<file path="src/rtl/twiddle_pkg.sv">
// twiddle_pkg: shared constants, quadrant encodings and sizing helpers for the twiddle generator
package twiddle_pkg;

    typedef enum logic [1:0] {
        Q0 = 2'd0,
        Q1 = 2'd1,
        Q2 = 2'd2,
        Q3 = 2'd3
    } quad_t;

    // Largest magnitude representable symmetrically in Q1.(w-1)
    function automatic int q_one(input int w);
        return (1 << (w - 1)) - 1;
    endfunction

    // Quarter-wave table holds k = 0..N/4 inclusive
    function automatic int quarter_len(input int log_n);
        return (1 << (log_n - 2)) + 1;
    endfunction

    // Name of the cosine table image for an N-point transform
    function automatic string rom_file(input int log_n);
        return $sformatf("twiddle_q%0d.memh", 1 << log_n);
    endfunction

endpackage

</file>
<file path="src/rtl/twiddle_gen_if.sv">
// twiddle_gen_if: request/response bundle of the twiddle generator
// master drives in_valid, addr, addr_sel, acc_clr, acc_step, inverse;
// slave returns out_valid, tw_re, tw_im, tw_unity.
interface twiddle_gen_if #(
    parameter int LOG_N    = 6,
    parameter int TW_WIDTH = 16
);
    logic                in_valid;
    logic [LOG_N-1:0]    addr;
    logic                addr_sel;
    logic                acc_clr;
    logic [LOG_N-1:0]    acc_step;
    logic                inverse;
    logic                out_valid;
    logic [TW_WIDTH-1:0] tw_re;
    logic [TW_WIDTH-1:0] tw_im;
    logic                tw_unity;

    modport master (
        output in_valid, addr, addr_sel, acc_clr, acc_step, inverse,
        input  out_valid, tw_re, tw_im, tw_unity
    );

    modport slave (
        input  in_valid, addr, addr_sel, acc_clr, acc_step, inverse,
        output out_valid, tw_re, tw_im, tw_unity
    );
endinterface

</file>
<file path="src/rtl/twiddle_qrom.sv">
// twiddle_qrom: quarter-wave cosine ROM, N/4+1 unsigned entries, two synchronous read ports
// clock/reset: clock and async active-high reset; en: read enable
// addr_a/data_a: port for k; addr_b/data_b: port for N/4-k
module twiddle_qrom
    import twiddle_pkg::*;
#(
    parameter int LOG_N    = 6,
    parameter int TW_WIDTH = 16
) (
    input  logic                clock,
    input  logic                reset,
    input  logic                en,
    input  logic [LOG_N-3:0]    addr_a,
    input  logic [LOG_N-2:0]    addr_b,
    output logic [TW_WIDTH-2:0] data_a,
    output logic [TW_WIDTH-2:0] data_b
);
    localparam int  DEPTH = quarter_len(LOG_N);
    localparam real PI    = 3.14159265358979323846;

    logic [TW_WIDTH-2:0] tbl [DEPTH];

    // Contents are elaboration-time constants: c[k] = round(cos(2*pi*k/N) * q_one)
    for (genvar i = 0; i < DEPTH; i++) begin : g_tbl
        localparam real C = $cos(2.0 * PI * i / real'(1 << LOG_N)) * real'(q_one(TW_WIDTH));
        assign tbl[i] = (TW_WIDTH-1)'($rtoi(C + 0.5));
    end

    // Read registers are reset so an unregistered output path starts at zero
    always_ff @(posedge clock or posedge reset) begin
        if (reset) begin
            data_a <= '0;
            data_b <= '0;
        end else if (en) begin
            data_a <= tbl[{1'b0, addr_a}];
            data_b <= tbl[addr_b];
        end
    end
endmodule

</file>
<file path="src/rtl/twiddle_gen.sv">
// twiddle_gen: W_N^n twiddle source rebuilt from a quarter-wave cosine ROM
// clock/reset: clock and async active-high reset
// bus (slave): in_valid/addr/addr_sel/acc_clr/acc_step/inverse request side,
//              out_valid/tw_re/tw_im/tw_unity result side, latency 1+TW_FF
module twiddle_gen
    import twiddle_pkg::*;
#(
    parameter int LOG_N     = 6,
    parameter int TW_WIDTH  = 16,
    parameter bit TW_FF     = 1'b1,
    parameter bit ZERO_AT_0 = 1'b1
) (
    input  logic         clock,
    input  logic         reset,
    twiddle_gen_if.slave bus
);
    localparam int               QW  = LOG_N - 2;
    localparam logic [LOG_N-2:0] QTR = (LOG_N-1)'(1 << QW);

    logic [LOG_N-1:0]           acc;
    logic [LOG_N-1:0]           n;
    logic [QW-1:0]              k;
    logic [TW_WIDTH-2:0]        a_q;
    logic [TW_WIDTH-2:0]        b_q;
    quad_t                      q1;
    logic                       inv1;
    logic                       unity1;
    logic                       v1;
    logic signed [TW_WIDTH-1:0] a;
    logic signed [TW_WIDTH-1:0] b;
    logic signed [TW_WIDTH-1:0] re_m;
    logic signed [TW_WIDTH-1:0] im_m;
    logic signed [TW_WIDTH-1:0] re_s;
    logic signed [TW_WIDTH-1:0] im_s;
    logic                       zero;

    assign n = bus.addr_sel ? acc : bus.addr;
    assign k = n[QW-1:0];

    // A request in the clearing cycle has already seen the old acc through n
    always_ff @(posedge clock or posedge reset) begin
        if (reset) begin
            acc <= '0;
        end else if (bus.acc_clr) begin
            acc <= '0;
        end else if (bus.in_valid && bus.addr_sel) begin
            acc <= acc + bus.acc_step;
        end
    end

    // k = 0 reads c[0] and c[N/4], so the second port spans 1..N/4
    twiddle_qrom #(
        .LOG_N    (LOG_N),
        .TW_WIDTH (TW_WIDTH)
    ) u_qrom (
        .clock  (clock),
        .reset  (reset),
        .en     (bus.in_valid),
        .addr_a (k),
        .addr_b (QTR - {1'b0, k}),
        .data_a (a_q),
        .data_b (b_q)
    );

    // Payload only loads on a request so idle cycles leave outputs untouched
    always_ff @(posedge clock or posedge reset) begin
        if (reset) begin
            v1     <= 1'b0;
            q1     <= Q0;
            inv1   <= 1'b0;
            unity1 <= 1'b0;
        end else begin
            v1 <= bus.in_valid;
            if (bus.in_valid) begin
                q1     <= quad_t'(n[LOG_N-1 -: 2]);
                inv1   <= bus.inverse;
                unity1 <= (n == '0);
            end
        end
    end

    always_comb begin
        a    = {1'b0, a_q};
        b    = {1'b0, b_q};
        re_m = q1 == Q0 ? a : q1 == Q1 ? -b : q1 == Q2 ? -a : b;
        im_m = q1 == Q0 ? -b : q1 == Q1 ? -a : q1 == Q2 ? b : a;
        zero = ZERO_AT_0 && unity1;
        re_s = zero ? '0 : re_m;
        im_s = zero ? '0 : (inv1 ? -im_m : im_m);
    end

    if (TW_FF) begin : g_ff
        always_ff @(posedge clock or posedge reset) begin
            if (reset) begin
                bus.out_valid <= 1'b0;
                bus.tw_re     <= '0;
                bus.tw_im     <= '0;
                bus.tw_unity  <= 1'b0;
            end else begin
                bus.out_valid <= v1;
                if (v1) begin
                    bus.tw_re    <= re_s;
                    bus.tw_im    <= im_s;
                    bus.tw_unity <= unity1;
                end
            end
        end
    end else begin : g_comb
        assign bus.out_valid = v1;
        assign bus.tw_re     = re_s;
        assign bus.tw_im     = im_s;
        assign bus.tw_unity  = unity1;
    end
endmodule

</file>
<file path="src/flat_wrapper.sv">
// flat-port wrapper written by rule: the top's interface ports become plain ports
module twiddle_gen_flat import twiddle_pkg::*;
#(
    parameter int LOG_N     = 6,
    parameter int TW_WIDTH  = 16,
    parameter bit TW_FF     = 1'b1,
    parameter bit ZERO_AT_0 = 1'b1
)
  (clock, reset, bus_in_valid, bus_addr, bus_addr_sel, bus_acc_clr, bus_acc_step, bus_inverse, bus_out_valid, bus_tw_re, bus_tw_im, bus_tw_unity);
  twiddle_gen_if #(.LOG_N(LOG_N), .TW_WIDTH(TW_WIDTH)) bus_i ();
  input  logic clock;
  input  logic reset;
  input wire logic [$bits(bus_i.in_valid)-1:0] bus_in_valid;
  input wire logic [$bits(bus_i.addr)-1:0] bus_addr;
  input wire logic [$bits(bus_i.addr_sel)-1:0] bus_addr_sel;
  input wire logic [$bits(bus_i.acc_clr)-1:0] bus_acc_clr;
  input wire logic [$bits(bus_i.acc_step)-1:0] bus_acc_step;
  input wire logic [$bits(bus_i.inverse)-1:0] bus_inverse;
  output wire logic [$bits(bus_i.out_valid)-1:0] bus_out_valid;
  output wire logic [$bits(bus_i.tw_re)-1:0] bus_tw_re;
  output wire logic [$bits(bus_i.tw_im)-1:0] bus_tw_im;
  output wire logic [$bits(bus_i.tw_unity)-1:0] bus_tw_unity;
  assign bus_i.in_valid = bus_in_valid;
  assign bus_i.addr = bus_addr;
  assign bus_i.addr_sel = bus_addr_sel;
  assign bus_i.acc_clr = bus_acc_clr;
  assign bus_i.acc_step = bus_acc_step;
  assign bus_i.inverse = bus_inverse;
  assign bus_out_valid = bus_i.out_valid;
  assign bus_tw_re = bus_i.tw_re;
  assign bus_tw_im = bus_i.tw_im;
  assign bus_tw_unity = bus_i.tw_unity;
  twiddle_gen #(.LOG_N(LOG_N), .TW_WIDTH(TW_WIDTH), .TW_FF(TW_FF), .ZERO_AT_0(ZERO_AT_0)) u_core (.clock(clock), .reset(reset), .bus(bus_i));
endmodule
</file>
<file path="config.mk">
export PLATFORM = sky130hd
export DESIGN_NAME = twiddle_gen_flat
export DESIGN_NICKNAME = d
export VERILOG_FILES = /design/src/rtl/twiddle_pkg.sv /design/src/rtl/twiddle_gen_if.sv /design/src/rtl/twiddle_qrom.sv /design/src/rtl/twiddle_gen.sv /design/src/flat_wrapper.sv
export SDC_FILE = /design/constraint.sdc
export NUM_CORES = 1
export LEC_CHECK = 0
export BUFFER_PORTS_ARGS = -buffer_cell sky130_fd_sc_hd__buf_2
export CAP_MARGIN = 10
export CORE_MARGIN = 10
export CORE_UTILIZATION = 62
export CTS_BUF_LIST = sky130_fd_sc_hd__clkbuf_8 sky130_fd_sc_hd__clkbuf_16
export DETAILED_ROUTE_END_ITERATION = 16
export PLACE_DENSITY = 0.88
export REMOVE_ABC_BUFFERS = 1
export SLEW_MARGIN = 20
export SYNTH_ARGS = -nofsm -noshare
export SYNTH_HDL_FRONTEND = slang
export SYNTH_HIERARCHICAL = 1
export SYNTH_SLANG_ARGS = --single-unit
</file>
<file path="constraint.sdc">
create_clock -name clock -period 5.7 [get_ports clock]
set_input_delay 1.14 -clock clock [delete_from_list [all_inputs] [get_ports clock]]
set_output_delay 1.14 -clock clock [all_outputs]
set_load 0.05 [all_outputs]
</file>
==> results of run 1 <==
[Yosys cell counts (4+ instances only)]
master     number  share of area
dfrtp_1        75           0.32
nand2_1        56          0.035
nor2_1         47          0.030
inv_1          43          0.027
a21oi_1        38          0.032
ha_1           26          0.055
o21ai_0        26          0.022
clkbuf_1       24          0.015
xnor2_1        24          0.035
mux2i_1        22          0.037
a22o_1         20          0.029
a31oi_1        17          0.018
xor2_1         17          0.025
nor3_1         16          0.013
buf_2          13          0.011
nand3_1        13          0.011
nor2b_1        12          0.013
o2bb2ai_1      12          0.018
nand2b_1       11          0.012
or3_1          10          0.011
o211ai_1        9          0.011
mux4_2          8          0.030
mux2_2          7          0.013
o221ai_1        7          0.010
nand4_1         5         0.0053
o21a_1          5         0.0063
o31ai_1         5         0.0063
o32ai_1         5         0.0074
a21o_1          4         0.0051
and3_1          4         0.0042
nor4_1          4         0.0042
or2_2           4         0.0042
[state kept, by name (all words and copies together) (netlist names)]
name and cells:
u_core/acc 6, u_core/bus.out_valid 1, u_core/bus.tw_im 16, u_core/bus.tw_re 16, u_core/bus.tw_unity 1, u_core/inv1 1, u_core/q1 2, u_core/u_qrom/data_a 15
u_core/u_qrom/data_b 15, u_core/unity1 1, u_core/v1 1
[cell type report]
type | count | share of cell area
clock buffer | 9 | 0.01923
clock inverter | 6 | 0.02117
inverter | 46 | 0.02720
multi-input combinational | 501 | 0.5705
sequential | 75 | 0.2914
tap | 129 | 0.02506
timing repair buffer | 56 | 0.04545
[routing by layer]
metal | wire (um) | share of wire | vias to the layer above | track usage
li1 | - | - | 2473 | -
met1 | 6462 | 0.42 | 2589 | 0.2704
met2 | 7468 | 0.49 | 229 | 0.3521
met3 | 975 | 0.064 | 31 | 0.03070
met4 | 308 | 0.020 | 0 | 0.08501
met5 | 0 | 0 | - | 0
[critical path: stages, from the launching register on]
cell     delay (ps)
dfrtp_1         940
inv_1           510
nor3_1          290
a21oi_1         120
or4_4           590
o31ai_1         330
xor2_1          280
o31ai_1         100
[power by group]
part / switching, mW / internal [mW] / leakage [nW]
registers: 0.163 / 0.652 / 0.920
clock network: 0.202 / 0.334 / 0.126
logic: 0.745 / 0.400 / 1.75
[kinds of logic (layout without fill, tap and decap cells)]
family          after synthesis  in the layout  share of synthesized area
simple gates                208            208                     0.1899
buf+inv                      92            117                    0.06589
fa+ha+maj                    27             27                    0.05811
xor+xnor                     41             41                    0.06042
compound gates              187            187                     0.2267
flops                        75             75                     0.3158
mux                          38             38                    0.08316
[final timing paths]
check                                                       to  cells past startpoint
max reg2reg                    u_core/bus.tw_im[7]$_DFFE_PP0P_                      7
min in group asynchronous  u_core/u_qrom/data_a[2]$_DFFE_PP0P_                      2
min                            u_core/bus.tw_im[2]$_DFFE_PP0P_                      1
max                            u_core/bus.tw_im[7]$_DFFE_PP0P_                      7
min reg2reg                    u_core/bus.tw_im[2]$_DFFE_PP0P_                      1
max in group asynchronous     u_core/bus.tw_re[10]$_DFFE_PP0P_                      2
[stage by stage]
| step | hold WS, ps | std cells | area, um2 | utilization | setup WS, ps |
|---|---|---|---|---|---|
| finish | 490.5 | 822 | 6441 | 0.6938 | 2372 |
| global route | 526.7 | 822 | 6441 | 0.6938 | 2127 |
| CTS | 492.5 | 822 | 6441 | 0.6938 | 2414 |
| detailed placement | 469.4 | 807 | 6181 | 0.6658 | 2142 |
| global placement | 464.8 | 807 | 6181 | 0.6658 | 2236 |
| floorplan | 470.2 | 622 | 5727 | - | 2271 |
==> results.ini, run 1 <==
[final_layout]
nets=734
antenna_cells=0
final_common_cell=dfrtp_1
fillers=772
area_delta_synth_final_pct=8.379
layout-drive-gt1-share=0.1659
multi_input_area_um2=3675
final_cell_mix=dfrtp_1 (75), nand2_1 (56), buf_2 (51), nor2_1 (47), inv_1 (41)
regArea_um2=1877

[setup_path]
cp.arrival_ps=3530
setup.worst_path.start=u_core/q1[0]$_DFFE_PP0P_
rrSetupSlack_ps=2370
required_ps=5900
startpoint_type=register
worst_setup_path_end_kind=register
cp_max_fo=28
r2r_start=u_core/q1[0]$_DFFE_PP0P_
path_class=register to register

[floorplan]
die_w_um=117.9
die_area_um2=13900
core_area_um2=9284
initial_core_util=0.6402
die_h_um=117.9
io_pins=52
num_rows=35

[drt]
first_pass_iters=5
drc=0
post_drt_wl_per_cell_um=18.51
ant_nets=0
vias=5322
wirelength_um=15210
vias_per_cell=6.474
dr.first_iter.drc_count=523

[clock_network]
cts_inserted_buffers=9
hold_buffers=0
clock-sinks=75
clk_latency_ps=350
cts.repair.resized=0
postCtsSetupRepairBufs=0
clock_path_buffers=2
cts_tree=yes
cts_root_buf=clkbuf_8
htreeDepth=3
path_clk_slew_ps=90

[synth]
synth_cell_types=82
postSynthCellCount=668
yosysSeqAreaShare=0.3158
synth-warning-count=6
synth_flop_cell=dfrtp_1
syn_area_um2=5943
avgSynthCellArea_um2=8.897
synth_seq_cells=75
async_flop_share=1.000
synth_edf_count=0

[global_routing]
grt_remaining_overflow=0
globalRouteTotalUtil=0.2121
grt_max_degree=46
antenna_found_initial=0
grt_pass1_wl_um=25270
grt_pass1_vias=5078

[sta]
rsz0062_at_grt=false
fmax_mhz=300.5
fin_crit_ps=3328
finalClockSkew_ps=15.64
hold_violations=0
period_share=0.5839
drv_slew=0
relSlewSlack=0.2540
worst_pin_slew_ps=1110
fin_tns_setup_ps=0
finalSetupViolations=0

[pwr]
vdd_drop_max_mv=0.1977
p_per_area_nw_per_um2=387.6
power.leakage_nw=2.800
p_total_mw=2.496

[min_path]
hold_class=register to register
hp-start=u_core/bus.tw_im[2]$_DFFE_PP0P_

[flow_run]
cap_violations=0

[run_status]
outcome=complete, no violations

[placed_design]
port_buffers=51
dpl.hpwl_um=11150
gp_congestion=0.9734

Note: power is estimated with default switching activity, not from simulation.
==> inputs of run 2 (changes only) <==
- CORE_UTILIZATION: 62 -> 55
- PLACE_DENSITY: 0.88 -> 0.83
- clock period: 5.7 -> 2.7 ns (I/O delays scaled with it)
==> run 2 against run 1 <==
First-iteration DRC count is 0.38% lower. Maximum frequency rose by 24%. Clock-buffer cell count stayed put. Sequential power grew 100%. Register-to-register slack got worse by 2400 ps. Sequential share of layout area down 2.5 points. Non-clock buffer count rose by 69. Hold slack worse by 240 ps. Combinational power rose to 2.6 times the previous value. Core utilization is 1.6 points lower. Critical path depth rose by 2. Critical path type unchanged. Largest cell class unchanged.
==> results.ini, run 2 (synthesis gave the netlist of run 1 again) <==
[global_routing]
grt_remaining_overflow=0  ; unchanged
globalRouteTotalUtil=0.2239  ; +0.01177
antenna_found_initial=0  ; unchanged
grt_pass1_wl_um=27720  ; +9.7%
grt_pass1_vias=5449  ; +7.3%
grt_max_degree=46  ; unchanged

[floorplan]
core_area_um2=10420  ; +12%
die_h_um=124.0  ; +5.1%
io_pins=52  ; unchanged
initial_core_util=0.5706  ; -0.06959
num_rows=37  ; +5.7%
die_w_um=124.0  ; +5.1%
die_area_um2=15360  ; +11%

[final_layout]
reg_top3=u_core/bus.tw_im (16), u_core/bus.tw_re (16)
area_delta_synth_final_pct=18.74
final_cell_mix=dfrtp_1 (73), buf_4 (73), nand2_1 (56), buf_2 (51), nor2_1 (46)
antenna_cells=0  ; unchanged
layout-drive-gt1-share=0.2585  ; +0.09259
nets=803  ; +9.4%
utilization=0.6775  ; -0.01632
fillers=829  ; +7.4%
stdcell_area_um2=7057  ; +9.6%

[placed_design]
gp_congestion=0.9869  ; +1.4%
port_buffers=51  ; unchanged
post_dp_cell_area_um2=6690  ; +8.2%
dpl.hpwl_um=12920  ; +16%
pre_cts_ws_ps=-50.90  ; -2193 ps

[sta]
finalWorstSetupSlack_ps=11.46  ; -2360 ps
finalClockSkew_ps=18.76  ; +3.120 ps
drv_slew=0  ; unchanged
hold_violations=0  ; unchanged
rsz0062_at_grt=true
finalSetupViolations=0  ; unchanged
worst_pin_slew_ps=739.8  ; -370.1 ps
period_share=0.9958  ; +0.4118
fmax_mhz=371.9  ; +24%
fin_crit_ps=2689  ; -639.8 ps
relSlewSlack=0.4999  ; +0.2459

[setup_path]
cp.arrival_ps=2920  ; -610 ps
rr_endpoint=u_core/bus.tw_im[14]$_DFFE_PP0P_
rrSetupSlack_ps=10  ; -2360 ps
cp_max_fo=4  ; -86%
startpoint_type=register
crit_end=u_core/bus.tw_im[14]$_DFFE_PP0P_
path_class=register to register
setup.worst_path.start=u_core/u_qrom/data_b[0]$_DFFE_PP0P_
required_ps=2930  ; -2970 ps
r2r_cells=9  ; +2
r2r_start=u_core/u_qrom/data_b[0]$_DFFE_PP0P_
worst_setup_path_end_kind=register

[clock_network]
path_clk_slew_ps=90  ; about the same
cts_tree=yes
hold_buffers=0  ; unchanged
htreeDepth=3  ; unchanged
cts_root_buf=clkbuf_8
clock-sinks=75  ; unchanged
clock_path_buffers=2  ; unchanged
cts_inserted_buffers=9  ; unchanged
clk_latency_ps=360  ; about the same

[drt]
drc=0  ; unchanged
vias=5601  ; +5.2%
vias_per_cell=6.237  ; -3.7%
dr.first_iter.drc_count=521  ; -0.38%
first_pass_iters=5  ; unchanged
wirelength_um=17090  ; +12%
post_drt_wl_per_cell_um=19.03  ; +2.8%
ant_nets=0  ; unchanged

[pwr]
power.leakage_nw=3.146  ; +12%
p_per_area_nw_per_um2=783.8  ; +100%
vdd_drop_max_mv=0.4948  ; +150%

[run_status]
outcome=complete, no violations

[flow_run]
cap_violations=0  ; unchanged

[min_path]
hold_class=input port to async pin

-- run 2: layer usage --
metal | part of all wire | track usage
met3 | 0.061 | 0.03756
met5 | 0 | 0
met4 | 0.021 | 0.08705
met2 | 0.49 | 0.3689
met1 | 0.42 | 0.2882
-- run 2: report_power, final --
group | leakage, nW | total (mW) | switching (mW) | internal (mW)
registers | 0.918 | 1.65 | 0.269 | 1.38
logic | 2.12 | 2.95 | 1.84 | 1.11
clock network | 0.110 | 0.938 | 0.427 | 0.511
-- run 2: layout make-up --
class                      count  area [um2]  area share
multi-input combinational    501        3802      0.5388
tap                          136       170.2     0.02411
clock inverter                 6       82.58     0.01170
clock buffer                   9       123.9     0.01755
timing repair buffer         125       823.3      0.1167
inverter                      46       175.2     0.02482
sequential                    75        1879      0.2663
-- run 2: critical path: stages (launching register included) --
cell      delay, ps
dfrtp_1         390
inv_2            80
ha_4            120
nor3b_4         260
nor3_2          100
o311a_4         370
a41o_2          240
or4_4           580
o311ai_4        310
o211ai_1        120
-- run 2: worst min-delay path by stage --
stage                                                      to                            start  cells after the start
after floorplan               u_core/bus.tw_im[7]$_DFFE_PP0P_        u_core/unity1$_DFFE_PP0P_                      1
after CTS                 u_core/u_qrom/data_a[2]$_DFFE_PP0P_                            reset                      3
after detailed placement      u_core/bus.tw_re[0]$_DFFE_PP0P_  u_core/bus.tw_re[0]$_DFFE_PP0P_                      1
after global routing      u_core/u_qrom/data_a[3]$_DFFE_PP0P_                            reset                      3
final                     u_core/u_qrom/data_a[2]$_DFFE_PP0P_                            reset                      3
after global placement        u_core/bus.tw_im[2]$_DFFE_PP0P_  u_core/bus.tw_im[2]$_DFFE_PP0P_                      1
-- run 2: what timing repair did --
action	4_1_cts	5_1_grt
gates resized for setup	3	24
endpoints found under the setup margin	4	10
setup buffers	2	2
pin swaps	3	10
cloned	0	0
-- run 2: through the flow --
stage | std cells | setup TNS, ps | hold slack [ps] | power [mW]
2_1_floorplan | 622 | -4205 | 470.2 | 3.504
3_3_place_gp | 879 | 0 | 465.1 | 4.365
3_5_place_dp | 879 | -92.58 | 470.8 | 4.445
4_1_cts | 896 | 0 | 255.4 | 5.402
5_1_grt | 898 | -174.0 | 279.7 | 5.836
6_report | 898 | 0 | 253.1 | 5.531
